[src/rtl/join_pkg.sv]
// Shared definitions for the two-input join path: aligner FSM state
// encoding and the CHDR header sideband width.
package join_pkg;

    localparam int CHDR_TUSER_W = 128;

    typedef enum logic [1:0] {
        ST_PASS    = 2'd0,
        ST_DRAIN_I = 2'd1,
        ST_DRAIN_Q = 2'd2
    } join_state_t;

endpackage

[src/rtl/join_out_reg.sv]
// One-entry AXI-stream output register. It reloads in the same cycle the held
// word is taken, so back-to-back transfers need no bubble.
module join_out_reg #(
    parameter int DATA_W = 32,
    parameter int USER_W = 128
) (
    input  logic              i_clk,
    input  logic              i_rst_n,
    input  logic              i_clear,
    input  logic              i_load,
    input  logic [DATA_W-1:0] i_data,
    input  logic [USER_W-1:0] i_user,
    input  logic              i_last,
    output logic              o_can_load,
    output logic [DATA_W-1:0] o_tdata,
    output logic [USER_W-1:0] o_tuser,
    output logic              o_tlast,
    output logic              o_tvalid,
    input  logic              i_tready
);

    logic              r_vld;
    logic [DATA_W-1:0] r_data;
    logic [USER_W-1:0] r_user;
    logic              r_last;

    assign o_can_load = !r_vld || i_tready;
    assign o_tdata    = r_data;
    assign o_tuser    = r_user;
    assign o_tlast    = r_last;
    assign o_tvalid   = r_vld;

    // Payload only changes on load, which keeps it stable while stalled.
    always_ff @(posedge i_clk or negedge i_rst_n) begin
        if (!i_rst_n) begin
            r_vld  <= 1'b0;
            r_data <= '0;
            r_user <= '0;
            r_last <= 1'b0;
        end else if (i_clear) begin
            r_vld <= 1'b0;
        end else if (i_load) begin
            r_vld  <= 1'b1;
            r_data <= i_data;
            r_user <= i_user;
            r_last <= i_last;
        end else if (i_tready) begin
            r_vld <= 1'b0;
        end
    end

endmodule

[src/rtl/join_stream_aligner.sv]
// Lock-step I/Q sequencer ahead of the joiner: pairs samples, closes the output
// packet on the first tlast seen on either side and drains the other side to its end.
module join_stream_aligner
    import join_pkg::*;
#(
    parameter int WIDTH   = 16,
    parameter int TUSER_W = CHDR_TUSER_W,
    parameter int CNT_W   = 16,
    parameter int TIMEOUT = 1024
) (
    input  logic                 clk,
    input  logic                 rst_n,
    input  logic                 clear,
    input  logic                 enable,
    input  logic [WIDTH-1:0]     ii_tdata,
    input  logic [TUSER_W-1:0]   ii_tuser,
    input  logic                 ii_tlast,
    input  logic                 ii_tvalid,
    output logic                 ii_tready,
    input  logic [WIDTH-1:0]     iq_tdata,
    input  logic                 iq_tlast,
    input  logic                 iq_tvalid,
    output logic                 iq_tready,
    output logic [2*WIDTH-1:0]   o_tdata,
    output logic [TUSER_W-1:0]   o_tuser,
    output logic                 o_tlast,
    output logic                 o_tvalid,
    input  logic                 o_tready,
    output logic [CNT_W-1:0]     misalign_cnt,
    output logic                 timeout_err,
    output logic [1:0]           state_dbg
);

    localparam int TO_W = (TIMEOUT > 2) ? $clog2(TIMEOUT) : 1;
    localparam logic [TO_W-1:0] TO_MAX = TO_W'(TIMEOUT - 1);

    join_state_t      r_state;
    join_state_t      w_next;
    logic [CNT_W-1:0] r_mis;
    logic [TO_W-1:0]  r_starve;
    logic             r_to;
    logic             w_can_load;
    logic             w_go;
    logic             w_i_rdy;
    logic             w_q_rdy;
    logic             w_load;
    logic             w_mis_inc;
    logic             w_starving;

    assign w_go       = enable && !clear && w_can_load;
    assign w_starving = (r_state == ST_PASS) && enable && (ii_tvalid ^ iq_tvalid);

    always_ff @(posedge clk or negedge rst_n) begin
        if (!rst_n) begin
            r_state <= ST_PASS;
        end else if (clear) begin
            r_state <= ST_PASS;
        end else begin
            r_state <= w_next;
        end
    end

    // In PASS both sides are taken together; a drain state only discards words
    // and so does not wait on the output stage.
    always_comb begin
        w_next    = r_state;
        w_i_rdy   = 1'b0;
        w_q_rdy   = 1'b0;
        w_load    = 1'b0;
        w_mis_inc = 1'b0;
        case (r_state)
            ST_PASS: begin
                w_i_rdy = w_go && ii_tvalid && iq_tvalid;
                w_q_rdy = w_i_rdy;
                w_load  = w_i_rdy;
                if (w_i_rdy && (ii_tlast != iq_tlast)) begin
                    w_mis_inc = 1'b1;
                    w_next    = ii_tlast ? ST_DRAIN_Q : ST_DRAIN_I;
                end
            end
            ST_DRAIN_Q: begin
                w_q_rdy = enable && !clear;
                if (w_q_rdy && iq_tvalid && iq_tlast) begin
                    w_next = ST_PASS;
                end
            end
            ST_DRAIN_I: begin
                w_i_rdy = enable && !clear;
                if (w_i_rdy && ii_tvalid && ii_tlast) begin
                    w_next = ST_PASS;
                end
            end
            default: w_next = ST_PASS;
        endcase
    end

    // Misalignment count saturates; the starvation flag is sticky until clear.
    always_ff @(posedge clk or negedge rst_n) begin
        if (!rst_n) begin
            r_mis    <= '0;
            r_starve <= '0;
            r_to     <= 1'b0;
        end else if (clear) begin
            r_mis    <= '0;
            r_starve <= '0;
            r_to     <= 1'b0;
        end else begin
            if (w_mis_inc && (r_mis != {CNT_W{1'b1}})) begin
                r_mis <= r_mis + CNT_W'(1);
            end
            if (!w_starving) begin
                r_starve <= '0;
            end else if (r_starve == TO_MAX) begin
                r_to <= 1'b1;
            end else begin
                r_starve <= r_starve + TO_W'(1);
            end
        end
    end

    join_out_reg #(
        .DATA_W (2*WIDTH),
        .USER_W (TUSER_W)
    ) u_out (
        .i_clk      (clk),
        .i_rst_n    (rst_n),
        .i_clear    (clear),
        .i_load     (w_load),
        .i_data     ({ii_tdata, iq_tdata}),
        .i_user     (ii_tuser),
        .i_last     (ii_tlast || iq_tlast),
        .o_can_load (w_can_load),
        .o_tdata    (o_tdata),
        .o_tuser    (o_tuser),
        .o_tlast    (o_tlast),
        .o_tvalid   (o_tvalid),
        .i_tready   (o_tready)
    );

    assign ii_tready    = w_i_rdy;
    assign iq_tready    = w_q_rdy;
    assign misalign_cnt = r_mis;
    assign timeout_err  = r_to;
    assign state_dbg    = r_state;

endmodule
[config.mk]
export PLATFORM = sky130hd
export DESIGN_NAME = join_stream_aligner
export DESIGN_NICKNAME = d
export VERILOG_FILES = /design/src/rtl/join_pkg.sv /design/src/rtl/join_out_reg.sv /design/src/rtl/join_stream_aligner.sv
export SDC_FILE = /design/constraint.sdc
export NUM_CORES = 1
export LEC_CHECK = 0
export ABC_AREA = 0
export BUFFER_PORTS_ARGS = -buffer_cell sky130_fd_sc_hd__buf_4
export CAP_MARGIN = 30
export CORE_AREA = 2 2 138 140
export CTS_BUF_LIST = sky130_fd_sc_hd__clkbuf_8
export DETAILED_ROUTE_END_ITERATION = 10
export DIE_AREA = 0 0 140 142
export GPL_ROUTABILITY_DRIVEN = 0
export HOLD_SLACK_MARGIN = 0.05
export PLACE_DENSITY = 0.73
export SETUP_SLACK_MARGIN = 0.2
export SYNTH_ARGS = -nofsm -noshare
export SYNTH_HDL_FRONTEND = slang
export SYNTH_SLANG_ARGS = --single-unit
[constraint.sdc]
create_clock -name clk -period 2.25 [get_ports clk]
set_input_delay 0.3375 -clock clk [delete_from_list [all_inputs] [get_ports clk]]
set_output_delay 0.3375 -clock clk [all_outputs]
set_load 0.02 [all_outputs]
==> impl_metrics.json <==
{
  "utilization_pct": 63.5,
  "yosys.area_share.simple_pct": 6.91,
  "sw_frac_of_total_pct": 33.3,
  "synth_seq_area_share_pct": 62.1,
  "pin_count": 352,
  "fp.dieH_um": 142,
  "htreeDepth": 4,
  "reg2reg_slack_ps": 390,
  "drtAntennaViolNets": 0,
  "finalSetupViolations": 0,
  "postPlaceCellArea_mm2": 0.0107,
  "cts_buffers": 17,
  "core_mm2": 0.0185,
  "ys_ff_latch": 191,
  "grt_start_max_net_pins": 66,
  "power_frac_comb_pct": 32.5,
  "p_leak_nw": 5.68,
  "die_x_um": 140,
  "rr_startpoint": "misalign_cnt[0]$_DFFE_PN0P_",
  "rsz0062_at_grt": "false",
  "min_period_ps": 1880,
  "clock_path_buffers": 2,
  "timing.rr.end": "misalign_cnt[5]$_DFFE_PN0P_",
  "hold_viol_final": 0,
  "tns_ps": 0,
  "finalNetCount": 1118,
  "cp.arrival_ps": 1550,
  "dieArea_mm2": 0.0199,
  "grt_pass1_wl_mm": 32.1,
  "synth.distinct_cells": 44,
  "clock_latency_ps": 470,
  "synth_edf_count": 0,
  "cts_setup_buffers": 0,
  "root_buffer": "clkbuf_8",
  "start_kind": "flip-flop",
  "hpwlAfterDp_mm": 15.0,
  "wirelength_mm": 20.6,
  "layout_common_cells": "buf_4, dfrtp_1, mux2_2",
  "ir_drop_mv": 0.404,
  "violations": "DRC",
  "synth_nets": 693,
  "finalCritPeriodShare_pct": 83.7,
  "yosys.area_share.xor_xnor_pct": 1.48,
  "fp-row-count": 50,
  "holdCritPathClass": "input pin to flip-flop",
  "tritoncts": "built",
  "synthMuxAreaShare_pct": 23.8,
  "drc": 25,
  "seqPwrFrac_pct": 44.8,
  "synth_area_leaders": "dfrtp_1, mux2_2, mux2_1",
  "drive_above_1_share_pct": 53.3,
  "io_buffers": 351,
  "cts_sinks": 191,
  "overflow": 0,
  "clock_skew_ps": 14.8,
  "synth_warnings": 0,
  "worstPathRequired_ps": 1910,
  "synth_top_family_by_area": "multiplexers",
  "crit_path_end": "ii_tready",
  "drtIter0Drc": 252,
  "grt_pass1_vias": 6044,
  "syn_inst": 521,
  "synth_fa_ha_area_share_pct": 0.488,
  "synth_top_area_cell": "dfrtp_1",
  "track_usage_pct": 20.7,
  "start_util_pct": 41.7,
  "power_frac_clock_pct": 22.6,
  "max_slew.worst_pin.slew_ps": 550,
  "diodes": 0,
  "vias": 5817,
  "wl_per_cell_um": 17.3,
  "synth_top_area_share_pct": 62.1,
  "r2r_cells": 7,
  "timing.slew.headroom_pct": 63.4,
  "async_reset_ff_share_pct": 100,
  "synth_ff_type": "dfrtp_1",
  "syn_to_final_growth_pct": 52.3,
  "avgViaCountPerCell": 4.88,
  "synth_area_mm2": 0.00769,
  "crit_fanout": 4,
  "power.density_mw_per_mm2": 857,
  "drv_cap": 0,
  "crit_start": "u_out.o_tvalid$_DFFE_PN0P_",
  "fmax_mhz": 531,
  "clkTransAtPathRegs_ps": 100,
  "status": "finished, violations left",
  "avgSynthCellArea_um2": 14.8,
  "maxSlewViolCount": 0,
  "p_int_w": 0.00670,
  "antenna_found_initial": 0,
  "mostFrequentLayoutCell": "buf_4",
  "crit_type": "flip-flop to primary output",
  "cp-end-kind": "primary output",
  "final_area_mm2": 0.0117,
  "switchingPower_w": 0.00335,
  "first_pass_iters": 9,
  "synth_compound_area_share_pct": 2.67
}
-- power by group through the flow --
stage / clock network [W] / logic, W / registers (W)
2_1_floorplan: 0 / 0.000618 / 0.00542
3_3_place_gp: 0 / 0.00315 / 0.00453
3_5_place_dp: 0 / 0.00320 / 0.00456
4_1_cts: 0.00236 / 0.00329 / 0.00449
5_1_grt: 0.00248 / 0.00343 / 0.00459
6_report: 0.00227 / 0.00327 / 0.00450
-- layer usage --
layer	routed length, um	up-vias	global-route usage [%]	part of all wire, %
li1	-	2699	-	-
met1	7710	2859	23.7	37
met2	10900	222	36.9	53
met3	1470	37	5.65	7.2
met4	492	0	8.24	2.4
met5	0	-	0	0
-- cells in the mapped netlist (6+ instances only) --
master / count
mux2_1: 67
buf_6: 9
nand3_1: 14
nor2_1: 22
o21ai_0: 17
dfrtp_1: 191
mux2_2: 94
xnor2_1: 10
nand2_1: 14
buf_2: 11
and3_1: 6
-- how the worst min path moves through the flow --
stage	depth (start not counted)	end	slack [ps]	startpoint
global route	2	u_out.o_tuser[99]$_DFFE_PN0P_	50	ii_tuser[99]
global placement	1	misalign_cnt[4]$_DFFE_PN0P_	380	rst_n
floorplan	0	misalign_cnt[0]$_DFFE_PN0P_	40	rst_n
detailed placement	1	misalign_cnt[1]$_DFFE_PN0P_	380	rst_n
CTS	2	u_out.o_tuser[41]$_DFFE_PN0P_	50	ii_tuser[41]
finish	2	u_out.o_tuser[33]$_DFFE_PN0P_	90	ii_tuser[33]
-- cells by family (layout without fill, tap and decap cells) --
family | count (synthesis) | after routing
DFF | 191 | 191
AOI/OAI and AO/OA | 34 | 34
buffers and inverters | 29 | 466
muxes | 163 | 163
and+or+nand+nor | 88 | 88
adders and majority gates | 3 | 3
xor gates and xnor gates | 13 | 13
-- registers in the layout, indices dropped and copies added (netlist names) --
name	cells
misalign_cnt	16
u_out.o_tlast	1
state_dbg	2
u_out.o_tdata	32
u_out.o_tvalid	1
timeout_err	1
r_starve	10
u_out.o_tuser	128
-- area by class of cell --
type	instances	area, um2
Clock inverter	13	150
Fill cell	1426	6730
Clock buffer	18	248
Tap cell	234	293
Sequential cell	191	4780
Multi-Input combinational cell	301	2750
Timing Repair Buffer	430	3490
Inverter	5	18.8
-- worst max-delay path, cell delays in order, from the launching register on --
cell and delay [ps]:
dfrtp_1 430, nand2b_4 120, nand2_1 80, o21ai_0 130
nor2b_2 180, buf_4 160
-- per-stage QoR --
| stage | hold WS (ps) | power, W | std cells | setup slack, ps |
|---|---|---|---|---|
| 2_1_floorplan | 41.9 | 0.00604 | 521 | 368 |
| 3_3_place_gp | 378 | 0.00768 | 1100 | 355 |
| 3_5_place_dp | 381 | 0.00776 | 1100 | 291 |
| 4_1_cts | 50.1 | 0.0101 | 1192 | 261 |
| 5_1_grt | 53.1 | 0.0105 | 1192 | 216 |
| 6_report | 88.8 | 0.0100 | 1192 | 367 |
-- what timing repair did --
| action | 4_1_cts | 5_1_grt |
|---|---|---|
| pin swaps | 0 | 1 |
| hold endpoints to repair | 119 | 0 |
| resized for setup | 1 | 3 |
| hold buffers | 61 | 0 |
| endpoints found under the setup margin | 1 | 12 |
Note: power is estimated with default switching activity, not from simulation.
